`src/rtl/game_flow_ctrl.sv`:
```
// Game flow controller: menu, countdown, fight, pause and game-over sequencing.
// It is clocked once per video frame. Key presses are edge-detected against the
// keycode registered on the previous frame, so a held key acts only once.
module game_flow_ctrl #(
    parameter int FPS       = 60,
    parameter int CNT_SECS  = 3,
    parameter int OVER_HOLD = 120
) (
    input  logic       frame_clk,
    input  logic       Reset,
    input  logic [7:0] keycode,
    input  logic [7:0] p1_hp,
    input  logic [7:0] p2_hp,
    output logic       st,
    output logic       dual,
    output logic       single,
    output logic [9:0] sel_y,
    output logic [2:0] state,
    output logic [1:0] count_digit,
    output logic       fight_en,
    output logic [1:0] winner
);

    localparam int FRAME_W = (FPS > 1) ? $clog2(FPS) : 1;
    localparam int HOLD_W  = (OVER_HOLD > 0) ? $clog2(OVER_HOLD + 1) : 1;

    localparam logic [7:0] KEY_SINGLE = 8'h4B;
    localparam logic [7:0] KEY_DUAL   = 8'h4E;
    localparam logic [7:0] KEY_ENTER  = 8'h28;
    localparam logic [7:0] KEY_ESC    = 8'h29;

    localparam logic [9:0] Y_SINGLE = 10'd276;
    localparam logic [9:0] Y_DUAL   = 10'd340;

    typedef enum logic [2:0] {
        S_MENU      = 3'd0,
        S_COUNTDOWN = 3'd1,
        S_FIGHT     = 3'd2,
        S_PAUSE     = 3'd3,
        S_GAMEOVER  = 3'd4
    } state_t;

    state_t               state_q, state_d;
    logic [7:0]           prev_key_q, prev_key_d;
    logic [FRAME_W-1:0]   frame_cnt_q, frame_cnt_d;
    logic [HOLD_W-1:0]    hold_cnt_q, hold_cnt_d;
    logic [1:0]           count_digit_q, count_digit_d;
    logic                 single_q, single_d;
    logic                 dual_q, dual_d;
    logic [9:0]           sel_y_q, sel_y_d;
    logic [1:0]           winner_q, winner_d;
    logic                 st_q, st_d;
    logic                 fight_en_q, fight_en_d;

    logic press_single, press_dual, press_enter, press_esc;

    // Next-state and next-output computation for the whole flow.
    always_comb begin
        press_single = (keycode == KEY_SINGLE) && (keycode != prev_key_q);
        press_dual   = (keycode == KEY_DUAL)   && (keycode != prev_key_q);
        press_enter  = (keycode == KEY_ENTER)  && (keycode != prev_key_q);
        press_esc    = (keycode == KEY_ESC)    && (keycode != prev_key_q);

        state_d       = state_q;
        prev_key_d    = keycode;
        frame_cnt_d   = frame_cnt_q;
        hold_cnt_d    = hold_cnt_q;
        count_digit_d = count_digit_q;
        single_d      = single_q;
        dual_d        = dual_q;
        sel_y_d       = sel_y_q;
        winner_d      = winner_q;

        case (state_q)
            S_MENU: begin
                if (press_single) begin
                    single_d = 1'b1;
                    dual_d   = 1'b0;
                    sel_y_d  = Y_SINGLE;
                end else if (press_dual) begin
                    single_d = 1'b0;
                    dual_d   = 1'b1;
                    sel_y_d  = Y_DUAL;
                end else if (press_enter) begin
                    state_d       = S_COUNTDOWN;
                    frame_cnt_d   = '0;
                    count_digit_d = 2'(CNT_SECS);
                end
            end
            S_COUNTDOWN: begin
                if (press_esc) begin
                    state_d       = S_MENU;
                    frame_cnt_d   = '0;
                    count_digit_d = '0;
                end else if (frame_cnt_q == FRAME_W'(FPS - 1)) begin
                    frame_cnt_d = '0;
                    if (count_digit_q <= 2'd1) begin
                        state_d       = S_FIGHT;
                        count_digit_d = '0;
                    end else begin
                        count_digit_d = count_digit_q - 2'd1;
                    end
                end else begin
                    frame_cnt_d = frame_cnt_q + 1'b1;
                end
            end
            S_FIGHT: begin
                if ((p1_hp == 8'd0) || (p2_hp == 8'd0)) begin
                    state_d    = S_GAMEOVER;
                    hold_cnt_d = '0;
                    winner_d   = {p1_hp == 8'd0, p2_hp == 8'd0};
                end else if (press_esc) begin
                    state_d = S_PAUSE;
                end
            end
            S_PAUSE: begin
                if (press_esc) begin
                    state_d = S_FIGHT;
                end else if (press_enter) begin
                    state_d = S_MENU;
                end
            end
            S_GAMEOVER: begin
                if (hold_cnt_q < HOLD_W'(OVER_HOLD)) begin
                    hold_cnt_d = hold_cnt_q + 1'b1;
                end else if (press_enter) begin
                    state_d    = S_MENU;
                    hold_cnt_d = '0;
                    winner_d   = 2'd0;
                end
            end
            default: begin
                state_d       = S_MENU;
                frame_cnt_d   = '0;
                hold_cnt_d    = '0;
                count_digit_d = '0;
                winner_d      = 2'd0;
            end
        endcase

        st_d       = (state_d != S_MENU);
        fight_en_d = (state_d == S_FIGHT);
    end

    // State and output registers, cleared asynchronously by Reset.
    always_ff @(posedge frame_clk or posedge Reset) begin
        if (Reset) begin
            state_q       <= S_MENU;
            prev_key_q    <= 8'd0;
            frame_cnt_q   <= '0;
            hold_cnt_q    <= '0;
            count_digit_q <= 2'd0;
            single_q      <= 1'b1;
            dual_q        <= 1'b0;
            sel_y_q       <= Y_SINGLE;
            winner_q      <= 2'd0;
            st_q          <= 1'b0;
            fight_en_q    <= 1'b0;
        end else begin
            state_q       <= state_d;
            prev_key_q    <= prev_key_d;
            frame_cnt_q   <= frame_cnt_d;
            hold_cnt_q    <= hold_cnt_d;
            count_digit_q <= count_digit_d;
            single_q      <= single_d;
            dual_q        <= dual_d;
            sel_y_q       <= sel_y_d;
            winner_q      <= winner_d;
            st_q          <= st_d;
            fight_en_q    <= fight_en_d;
        end
    end

    assign state       = state_q;
    assign st          = st_q;
    assign dual        = dual_q;
    assign single      = single_q;
    assign sel_y       = sel_y_q;
    assign count_digit = count_digit_q;
    assign fight_en    = fight_en_q;
    assign winner      = winner_q;

endmodule

```
`config.mk`:
```
export PLATFORM = sky130hd
export DESIGN_NAME = game_flow_ctrl
export DESIGN_NICKNAME = d
export VERILOG_FILES = /design/src/rtl/game_flow_ctrl.sv
export SDC_FILE = /design/constraint.sdc
export NUM_CORES = 1
export LEC_CHECK = 0
export CORE_MARGIN = 5
export CORE_UTILIZATION = 52
export CTS_BUF_LIST = sky130_fd_sc_hd__clkbuf_4 sky130_fd_sc_hd__clkbuf_8 sky130_fd_sc_hd__clkbuf_16
export DETAILED_ROUTE_END_ITERATION = 16
export PLACE_DENSITY_LB_ADDON = 0.1
export REMOVE_ABC_BUFFERS = 1
export SETUP_SLACK_MARGIN = 0.02
export SLEW_MARGIN = 25
export SYNTH_ARGS = -nofsm -noshare
export SYNTH_HDL_FRONTEND = slang
export SYNTH_SLANG_ARGS = --single-unit
```
`constraint.sdc`:
```
create_clock -name frame_clk -period 3.18 [get_ports frame_clk]
set_clock_uncertainty 0.1 [all_clocks]
set_input_delay 0.636 -clock frame_clk [delete_from_list [all_inputs] [get_ports frame_clk]]
set_output_delay 0.636 -clock frame_clk [all_outputs]
set_load 0.05 [all_outputs]
```
==> results by group <==
Logic synthesis
  – Prevailing post-synth register cell: dfrtp_1
  – Synth warn: 0
  – Post-synthesis sequential area ratio: 45.0%
  – Async set-reset flop share out of synthesis: 100%
  – Mux cell area share after synthesis: 1.12%
  – Xor-xnor portion of the synthesized cell area: 3.93%
  – Yosys reg bits: 32
  – Post-Syn Area: 1780 µm²
  – Post-synth EDFFs: 0
  – Synth Area per Inst: 9.80 µm²
  – Largest family of logic cells by synthesized area: simple AND/OR/NAND/NOR gates
  – Area leader, netlist: dfrtp_1
  – Mapped Cells: 182
  – Yosys top cell area share: 43.5%
  – Netlist cell types: 48
  – Area share of and/or/nand/nor cells after synthesis: 22.4%
  – Compound-Gate Fraction of Synth Area: 19.2%
  – Adder-cell share of the synthesized area: 1.40%
  – Top cells by area, synth: dfrtp_1 44%, buf_4 4.2%, nand2_1 4.0%, xor2_1 3.9%, nand3_1 3.1%

Critical path
  – Reg-to-reg endpoint: count_digit[0]$_DFFE_PP0P_
  – Req. time, crit path: 3320 ps
  – Reg2reg path depth: 6
  – Crit path kind: in -> reg
  – R2R setup slack: 1040 ps
  – FF-to-FF Start: prev_key_q[1]$_DFF_PP0_
  – Arr. time, crit path: 2740 ps
  – Startpoint types: primary input
  – CP Capture Type: register
  – Crit Path Max Fanout: 7

Routing
  – Antenna-violating nets left: 0
  – DRC violations left: 0
  – Iteration-0 DRC Markers: 94
  – Final wirelength: 3.87 mm
  – WL per Instance: 14.4 µm
  – Via density: 5.49
  – Via count: 1,470
  – First-pass iteration count of the detailed router: 4

Clocking
  – H-tree depth: 2
  – # resized after CTS: 0
  – CTS clock-pin slew for the worst setup and hold paths: 100 ps
  – Setup bufs post-CTS: 0
  – Clk_lat worst skew: 340 ps
  – Inserted Clock Buffers: 5
  – Root buf cell: clkbuf_4
  – Hold buffer count at CTS: 0
  – CTS tree: built
  – Clock sink count: 32
  – Clock tree buffer depth: 2

Hold path
  – Min-Delay Path Class: reg -> reg
  – Worst Hold Depth: 2
  – Hold Crit Start: winner[1]$_DFFE_PP0P_
  – WHS Endpoint: winner[1]$_DFFE_PP0P_

Timing
  – Worst-margin pin slew: 589 ps
  – Final Slew Violations: 0
  – Minimum clock period: 2600 ps
  – F_max: 0.385 GHz
  – Setup Viol. Count Final: 0
  – PnR worst setup slack: 583 ps
  – Setup TNS: 0 ps
  – Final Cycle Share: 81.7%
  – Unrepaired setup endpoints after global routing: false
  – Worst slew margin: 60.7%
  – Final hold vios: 0

Floorplan
  – DIE AREA: 4700 µm²
  – Initial Utilization: 53.4%
  – I/O pin count: 47
  – Die Ht: 68.6 µm
  – Die outline width: 68.6 µm
  – Area of the core: 3340 µm²
  – Row cnt: 21

Power
  – Logic pwr share: 19.2%
  – Leakage: 0.000922 µW
  – Switching pwr: 291 µW
  – Net Sw Frac: 32.0%
  – Power density over the cells: 410 nW/µm²
  – Int Power: 619 µW
  – Reg power frac: 55.5%
  – Worst VDD drop: 276 µV
  – Clock power frac: 25.2%

Global route
  – Largest net degree at the start of global routing: 33
  – Antenna violations before repair: 0
  – Total grt overflow: 0
  – Global-route wire length before repair: 6.59 mm
  – Vias in the first global route: 1,524
  – All-Layer GR Usage: 18.6%

Placed design
  – Dpl cells: 260
  – Pre-CTS setup slack: 234 ps
  – Gpl congestion: 0.808
  – Input/output buffers: 37
  – DP HPWL: 2.96 mm

Final layout
  – Final Non-Filler Cells: 268
  – Area grow syn2layout: 24.4%
  – Nets: 249
  – Share of layout cells above drive strength 1: 9.46%
  – Ant. Diodes: 0

Status
  – Status: completed

Job
  – Max cap viols: 0
critical path: stages:
cell and delay, ps:
clkdlybuf4s50_1 490, xor2_1 220, nor4_4 450, a211oi_4 140
a21boi_1 500, nor3_1 110, o22a_1 200
Yosys cell counts, types with 5 or more instances:
cell type  count
xor2_1         8
or3_1          5
inv_1          7
nand3_1       11
nand2_1       19
dfrtp_1       31
buf_4         10
o21ai_0       10
nor2_1         9
o21ai_1        6
per-stage QoR:
step | utilization (%) | power [µW] | cell area (µm²) | hold WS (ps)
after floorplan | - | 618 | 1720 | 364
after global routing | 66.5 | 975 | 2220 | 431
final | 66.5 | 910 | 2220 | 384
after CTS | 66.5 | 923 | 2220 | 391
after detailed placement | 64.8 | 689 | 2160 | 369
after global placement | 64.8 | 679 | 2160 | 367
worst max-delay path by stage:
stage                                   from                    endpoint  cells past startpoint
after floorplan                   keycode[6]  count_digit[0]$_DFFE_PP0P_                      6
after global routing              keycode[2]  count_digit[0]$_DFFE_PP0P_                      7
after global placement            keycode[6]  count_digit[0]$_DFFE_PP0P_                      7
final                             keycode[6]  count_digit[0]$_DFFE_PP0P_                      7
after detailed placement          keycode[6]  count_digit[0]$_DFFE_PP0P_                      7
after CTS                 state[2]$_DFF_PP0_                    state[2]                      1
flip-flops by register name, summed over array words and instances (netlist names):
signal       count
count_digit      2
fight_en         1
state            3
prev_key_q       8
frame_cnt_q      6
st               1
sel_y            1
hold_cnt_q       7
winner           2
single           1
power groups by stage:
| stage | registers [µW] | clock network (µW) | logic [µW] |
|---|---|---|---|
| final | 505 | 229 | 175 |
| after global routing | 513 | 261 | 201 |
| after CTS | 505 | 240 | 178 |
| after detailed placement | 513 | 0 | 176 |
| after global placement | 511 | 0 | 168 |
| after floorplan | 501 | 0 | 117 |
per-layer routing:
metal  global-route usage [%]  part of all wire (%)  up-vias
li1                         -                     -      723
met1                     21.9                    43      684
met2                     31.3                    46       59
met3                     7.13                    10        4
met4                     5.46                  0.98        0
met5                        0                     0        -
logic make-up (layout without fill, tap and decap cells):
logic type | Yosys count | in the layout
xor+xnor | 8 | 8
other cells | 2 | 9
flops | 32 | 32
compound gates | 46 | 46
simple gates | 69 | 69
buf+inv | 21 | 54
mux | 2 | 2
fa+ha+maj | 2 | 2
area by class of cell:
class / instances / area (µm²)
fill: 287 / 1120
multi-input combinational: 136 / 891
sequential: 32 / 802
timing repair buffer: 39 / 385
tap: 46 / 57.6
clock buffer: 5 / 37.5
inverter: 7 / 26.3
clock inverter: 3 / 18.8
placed cells by master (no fill, tap or decap), types with 3 or more instances in the layout:
master	n
xor2_1	8
nand2_1	19
o21ai_1	6
nor4_1	4
or3_1	5
conb_1	9
nor3_1	3
a21oi_2	3
nand4_1	3
nor2_1	9
o21a_1	3
o21ai_0	10
a21boi_1	4
clkbuf_4	5
clkdlybuf4s50_1	37
dfrtp_1	31
nand3_1	11
inv_1	7
Note: power is estimated with default switching activity, not from simulation.
